`config.mk`:
```
export PLATFORM = sky130hd
export DESIGN_NAME = neuron_mac
export DESIGN_NICKNAME = d
export VERILOG_FILES = /design/src/rtl/neuron_mac.sv
export SDC_FILE = /design/constraint.sdc
export NUM_CORES = 1
export LEC_CHECK = 0
export CAP_MARGIN = 0
export CELL_PAD_IN_SITES_DETAIL_PLACEMENT = 0
export CELL_PAD_IN_SITES_GLOBAL_PLACEMENT = 2
export CORE_MARGIN = 10
export CORE_UTILIZATION = 44
export CTS_CLUSTER_SIZE = 40
export DETAILED_ROUTE_END_ITERATION = 16
export PLACE_DENSITY_LB_ADDON = 0.12
export SLEW_MARGIN = 25
export SYNTH_ARGS = -nofsm -noshare
export SYNTH_HDL_FRONTEND = slang
export SYNTH_SLANG_ARGS = --single-unit
```
`constraint.sdc`:
```
create_clock -name clk -period 10.3 [get_ports clk]
set_clock_uncertainty 0.15 [all_clocks]
set_input_delay 3.09 -clock clk [delete_from_list [all_inputs] [get_ports clk]]
set_output_delay 3.09 -clock clk [all_outputs]
set_load 0.02 [all_outputs]
```
`src/rtl/neuron_mac.sv`:
```
// -----------------------------------------------------------------------------
// neuron_mac
//
// Evaluates one neuron: NUM_WEIGHT multiply-accumulates of a streamed input
// activation against weights fetched from an external synchronous memory. A
// bias is then added, the result is rescaled and saturated, and a ReLU is
// applied. All values are signed fixed point with FRAC_BITS fractional bits.
//
// Pipeline: accept -> stage 1 (input register, aligned with returning weight)
//           -> stage 2 (product register) -> stage 3 (saturating accumulator)
//           -> BIAS (bias add, rescale, clamp, ReLU) -> OUT (clear and re-arm).
//
// Ports:
//   clk        sole clock, rising edge
//   rst_n      asynchronous active-low reset
//   in_data    signed input activation
//   in_valid   in_data valid this cycle
//   in_ready   block accepts in_data this cycle
//   w_ren      weight memory read enable (combinational, = accepted sample)
//   w_radd     weight memory read address (= index of the accepted sample)
//   w_data     weight returned by memory one cycle after w_ren
//   bias       signed neuron bias, held static during an evaluation
//   out_data   activated neuron output, held until the next evaluation
//   out_valid  one-cycle pulse when out_data has been updated
// -----------------------------------------------------------------------------
module neuron_mac #(
  parameter int NUM_WEIGHT = 30,
  parameter int DATA_WIDTH = 16,
  parameter int FRAC_BITS  = 12,
  parameter int ADDR_WIDTH = $clog2(NUM_WEIGHT)
) (
  input  logic                         clk,
  input  logic                         rst_n,
  input  logic signed [DATA_WIDTH-1:0] in_data,
  input  logic                         in_valid,
  output logic                         in_ready,
  output logic                         w_ren,
  output logic        [ADDR_WIDTH-1:0] w_radd,
  input  logic signed [DATA_WIDTH-1:0] w_data,
  input  logic signed [DATA_WIDTH-1:0] bias,
  output logic signed [DATA_WIDTH-1:0] out_data,
  output logic                         out_valid
);

  // Counters must be able to hold NUM_WEIGHT itself, not just NUM_WEIGHT-1.
  localparam int CNT_W = $clog2(NUM_WEIGHT + 1);
  localparam int ACC_W = 2 * DATA_WIDTH;

  localparam logic signed [ACC_W-1:0] ACC_MAX = {1'b0, {(ACC_W-1){1'b1}}};
  localparam logic signed [ACC_W-1:0] ACC_MIN = {1'b1, {(ACC_W-1){1'b0}}};
  // Largest positive DATA_WIDTH value, sign-extended to accumulator width.
  localparam logic signed [ACC_W-1:0] OUT_MAX_EXT =
    {{(ACC_W-DATA_WIDTH+1){1'b0}}, {(DATA_WIDTH-1){1'b1}}};
  localparam logic signed [DATA_WIDTH-1:0] OUT_MAX = {1'b0, {(DATA_WIDTH-1){1'b1}}};

  typedef enum logic [1:0] {
    S_IDLE = 2'd0,
    S_RUN  = 2'd1,
    S_BIAS = 2'd2,
    S_OUT  = 2'd3
  } state_t;

  state_t state_reg, state_next;

  logic [CNT_W-1:0]             cnt_reg;      // samples accepted
  logic [CNT_W-1:0]             acc_cnt_reg;  // products accumulated
  logic signed [DATA_WIDTH-1:0] in_d1_reg;
  logic                         v1_reg;
  logic signed [ACC_W-1:0]      prod_reg;
  logic                         v2_reg;
  logic signed [ACC_W-1:0]      acc_reg;

  logic                         accept;
  logic                         last_acc;
  logic signed [ACC_W-1:0]      prod_next;
  logic signed [ACC_W-1:0]      bias_ext;
  logic signed [ACC_W-1:0]      sum_biased;
  logic signed [ACC_W-1:0]      r_shift;
  logic signed [DATA_WIDTH-1:0] act_next;

  // Signed add that clamps to the accumulator range instead of wrapping.
  function automatic logic signed [ACC_W-1:0] sat_add(
    input logic signed [ACC_W-1:0] a,
    input logic signed [ACC_W-1:0] b
  );
    logic signed [ACC_W:0] s;
    s = {a[ACC_W-1], a} + {b[ACC_W-1], b};
    if (s[ACC_W] != s[ACC_W-1])
      return s[ACC_W] ? ACC_MIN : ACC_MAX;
    else
      return s[ACC_W-1:0];
  endfunction

  assign accept   = in_valid && in_ready;
  // The product entering the accumulator this edge is the final one.
  assign last_acc = v2_reg && (acc_cnt_reg == CNT_W'(NUM_WEIGHT - 1));

  // ---------------------------------------------------------------- FSM state
  always_ff @(posedge clk or negedge rst_n) begin
    if (!rst_n)
      state_reg <= S_IDLE;
    else
      state_reg <= state_next;
  end

  // ------------------------------------------------------------ FSM next state
  always_comb begin
    state_next = state_reg;
    case (state_reg)
      S_IDLE:  if (accept)   state_next = S_RUN;
      S_RUN:   if (last_acc) state_next = S_BIAS;
      S_BIAS:                state_next = S_OUT;
      S_OUT:                 state_next = S_IDLE;
      default:               state_next = S_IDLE;
    endcase
  end

  // --------------------------------------------------------------- FSM outputs
  always_comb begin
    in_ready = 1'b0;
    case (state_reg)
      S_IDLE:  in_ready = 1'b1;
      S_RUN:   in_ready = (cnt_reg < CNT_W'(NUM_WEIGHT));
      default: in_ready = 1'b0;
    endcase
    w_ren  = in_valid && in_ready;
    w_radd = ADDR_WIDTH'(cnt_reg);
  end

  // ----------------------------------------------------- output stage datapath
  always_comb begin
    prod_next  = in_d1_reg * w_data;
    bias_ext   = ACC_W'(bias) <<< FRAC_BITS;
    sum_biased = sat_add(acc_reg, bias_ext);
    r_shift    = sum_biased >>> FRAC_BITS;
    // ReLU first: any negative value (including below the output range) is 0.
    if (r_shift[ACC_W-1])
      act_next = '0;
    else if (r_shift > OUT_MAX_EXT)
      act_next = OUT_MAX;
    else
      act_next = r_shift[DATA_WIDTH-1:0];
  end

  // ---------------------------------------------------------------- datapath
  always_ff @(posedge clk or negedge rst_n) begin
    if (!rst_n) begin
      cnt_reg     <= '0;
      acc_cnt_reg <= '0;
      in_d1_reg   <= '0;
      v1_reg      <= 1'b0;
      prod_reg    <= '0;
      v2_reg      <= 1'b0;
      acc_reg     <= '0;
      out_data    <= '0;
      out_valid   <= 1'b0;
    end else begin
      out_valid <= (state_reg == S_BIAS);
      if (state_reg == S_BIAS)
        out_data <= act_next;

      if (state_reg == S_OUT) begin
        cnt_reg     <= '0;
        acc_cnt_reg <= '0;
        v1_reg      <= 1'b0;
        v2_reg      <= 1'b0;
        acc_reg     <= '0;
      end else begin
        // Stage 1: input lands in the same cycle as its weight from memory.
        v1_reg <= accept;
        if (accept) begin
          in_d1_reg <= in_data;
          cnt_reg   <= cnt_reg + 1'b1;
        end
        // Stage 2: product register.
        v2_reg <= v1_reg;
        if (v1_reg)
          prod_reg <= prod_next;
        // Stage 3: saturating accumulate.
        if (v2_reg) begin
          acc_reg     <= sat_add(acc_reg, prod_reg);
          acc_cnt_reg <= acc_cnt_reg + 1'b1;
        end
      end
    end
  end

endmodule
```
==> results.cfg <==
[die]
rows = 71
die_w_um = 214
die-area_sq_mm = 0.0459
core_area_sq_mm = 0.0375
start_util_pct = 44.3
die_h_um = 214
io_pins = 75

[yosys]
synth_edf_count = 0
synth_mux_area_share_pct = 1.34
syn-cell-area_sq_mm = 0.0166
synth.largest_area_cell = fa_1
synth_fa_ha_area_share_pct = 42.6
synthArstFlopShare_pct = 100
avgSynthCellArea_sq_um = 9.36
synth.top_cell.area_share_pct = 31.8
ys_seq_elements = 111
ys_seq_area_share_pct = 16.7
synth_compound_area_share_pct = 12.5
syn-num-nets = 2232
yosys.area_share.xor_xnor_pct = 4.27
syn_inst = 1774
synthDistinctLibCells = 61
synth_top_family_by_area = adder cells
synth_area_leaders = fa_1 (32%), dfrtp_1 (17%), ha_1 (11%), inv_1 (7.0%), and2_1 (4.9%)
synth_warnings = 0
synth-simple-area-share_pct = 14.1
synth_ff_type = dfrtp_1

[clock_network]
clk_pin_slew_ns = 0.08
cts.sinks = 111
htree_levels = 3
clk_latency_ns = 0.37
hold_buffers = 0
cts_resized = 0
clk_path_buf_depth = 2
cts_buffers = 9
clock-root-buffer = clkbuf_16
cts_setup_buffers = 0
cts_tree = done

[final_layout]
seqCellArea_sq_mm = 0.00278
multi_input_area_sq_mm = 0.0124
area_delta_synth_final_pct = 10.1
antenna_cells = 0
layout.nets = 2284
n_fill_cell = 3675
layout-drive-gt1-share_pct = 3.99

[timing]
fmax_mhz = 104
maxSlewViolCount = 0
slew_headroom_pct = 39.8
period_needed_ns = 9.60
rsz0062_at_grt = false
fin_setup_tns_ns = 0
finalSetupViolations = 0
worst_pin_slew_ns = 0.904
finalCritPeriodShare_pct = 93.2
hold_violations = 0

[critical_path]
worstPathMaxFanout = 16
ff2ff_setup_slack_ns = 3.14
crit_type = primary input to register
path_cells = clkdlybuf4s50_1 -> and2_1 -> fa_1 -> inv_1 -> fa_1 -> fa_1 -> fa_1 -> inv_1 -> fa_1 -> inv_1 -> fa_1 -> inv_1 -> ha_1 -> nand4_1 -> or3_1 -> a21boi_0 -> o21bai_1 -> nor3b_1 -> o21ai_0 -> nor4_1 -> a311o_1 -> a21oi_1
reg2reg_depth = 22
cp_common_cell = fa_1
max_stage_delay_ns = 0.74
cpMaxStageDelayCell = clkdlybuf4s50_1
cp-start-kind = primary input
cp_data_required_time_ns = 10.45
cp_data_arrival_time_ns = 9.75
endpoint_kind = register

[placement]
hpwl_um = 32900
port_buffers = 74
globalplace.congestion = 0.836

[min_path]
holdCritPathClass = register to register
hold_path_depth = 2

[grt]
busiest_layer = met2
grt_pass1_vias = 12783
grt_usage_pct = 17.7
grt_pass1_wl_um = 67200
grt_max_degree = 70
grt_use_met3_pct = 1.93
antenna_found_initial = 0
grt_util_met1_pct = 25.6
use_met2_pct = 28.3
grt-ovfl-total = 0

[drt]
routed_wl_um = 39400
wire_per_inst_um = 16.8
via_per_inst = 5.11
ant_nets = 0
drc = 0
drtIter0Drc = 572
num_vias = 11973
drt_pass1_iterations = 5

[run]
maxCapViolations = 0

[status]
outcome = complete, no violations
-- critical path, delay by kind of cell --
family	cells	cell delay, ns
simple gates	5	1.09
buf+inv	5	0.94
fa+ha+maj	7	3.47
compound gates	5	1.17
-- cells in the final DEF (no fill, tap or decap), types with 6 or more instances in the layout --
master	n
a211oi_1	14
a21o_1	39
a21oi_1	62
a221o_1	40
a31oi_1	13
and2_1	131
and3_1	7
buf_4	27
clkbuf_16	9
clkdlybuf4s50_1	73
dfrtp_1	111
fa_1	264
ha_1	143
inv_1	310
mux2_2	18
nand2_1	196
nand2b_1	17
nand3_1	10
nand4_1	14
nor2_1	68
nor2b_1	8
nor3_1	15
o211ai_1	6
o21ai_0	75
o21bai_1	7
xnor2_1	48
xor2_1	33
-- metrics by stage --
stage	hold WS [ns]	util [%]	instances	worst slack [ns]	area (sq um)
after CTS	0.341	48.8	2342	0.654	18300
after global routing	0.363	48.8	2342	0.276	18300
after floorplan	0.295	-	1774	1.11	16600
final	0.335	48.8	2342	0.701	18300
after detailed placement	0.324	47.9	2326	0.235	18000
after global placement	0.314	47.9	2326	0.328	18000
-- cell type report --
class / count / area share [%]
Tap cell: 511 / 3.49
Clock inverter: 6 / 0.506
Inverter: 312 / 6.40
Clock buffer: 10 / 1.31
Timing Repair Buffer: 100 / 5.10
Multi-Input combinational cell: 1292 / 68.0
Sequential cell: 111 / 15.2
-- per-layer routing --
layer,vias to the layer above,share of wire (%)
met2,195,45
met1,5931,51
met3,23,3.4
met4,0,1.1
met5,-,0
li1,5824,-
-- Yosys cell counts (all sizes together) (16+ instances only) --
| cell type | count |
|---|---|
| a221o | 41 |
| nor2 | 69 |
| o21ai | 77 |
| nand2 | 196 |
| ha | 143 |
| xor2 | 33 |
| clkbuf | 51 |
| inv | 310 |
| fa | 264 |
| xnor2 | 48 |
| and2 | 131 |
| dfrtp | 111 |
| nor3 | 16 |
| nand2b | 18 |
| a21oi | 63 |
| a21o | 40 |
| mux2 | 18 |
-- final timing paths --
check / from / to
hold reg to reg: prod_reg[0]$_DFFE_PN0P_ / prod_reg[0]$_DFFE_PN0P_
max in group asynchronous: rst_n / in_d1_reg[3]$_DFFE_PN0P_
min in group asynchronous: rst_n / acc_reg[3]$_DFFE_PN0P_
setup / recovery: w_data[6] / prod_reg[31]$_DFFE_PN0P_
hold / removal: prod_reg[0]$_DFFE_PN0P_ / prod_reg[0]$_DFFE_PN0P_
setup reg to reg: in_d1_reg[6]$_DFFE_PN0P_ / prod_reg[29]$_DFFE_PN0P_
-- kinds of logic (layout without fill, tap and decap cells) --
logic type	after synthesis	after routing
simple gates	484	484
fa+ha+maj	407	407
buf+inv	371	428
compound gates	300	300
flops	111	111
xor+xnor	81	81
mux	20	20
Power is left out: the tool's default activity adds up to more than one toggle a clock period on the data nets, which glitch-free logic cannot reach.
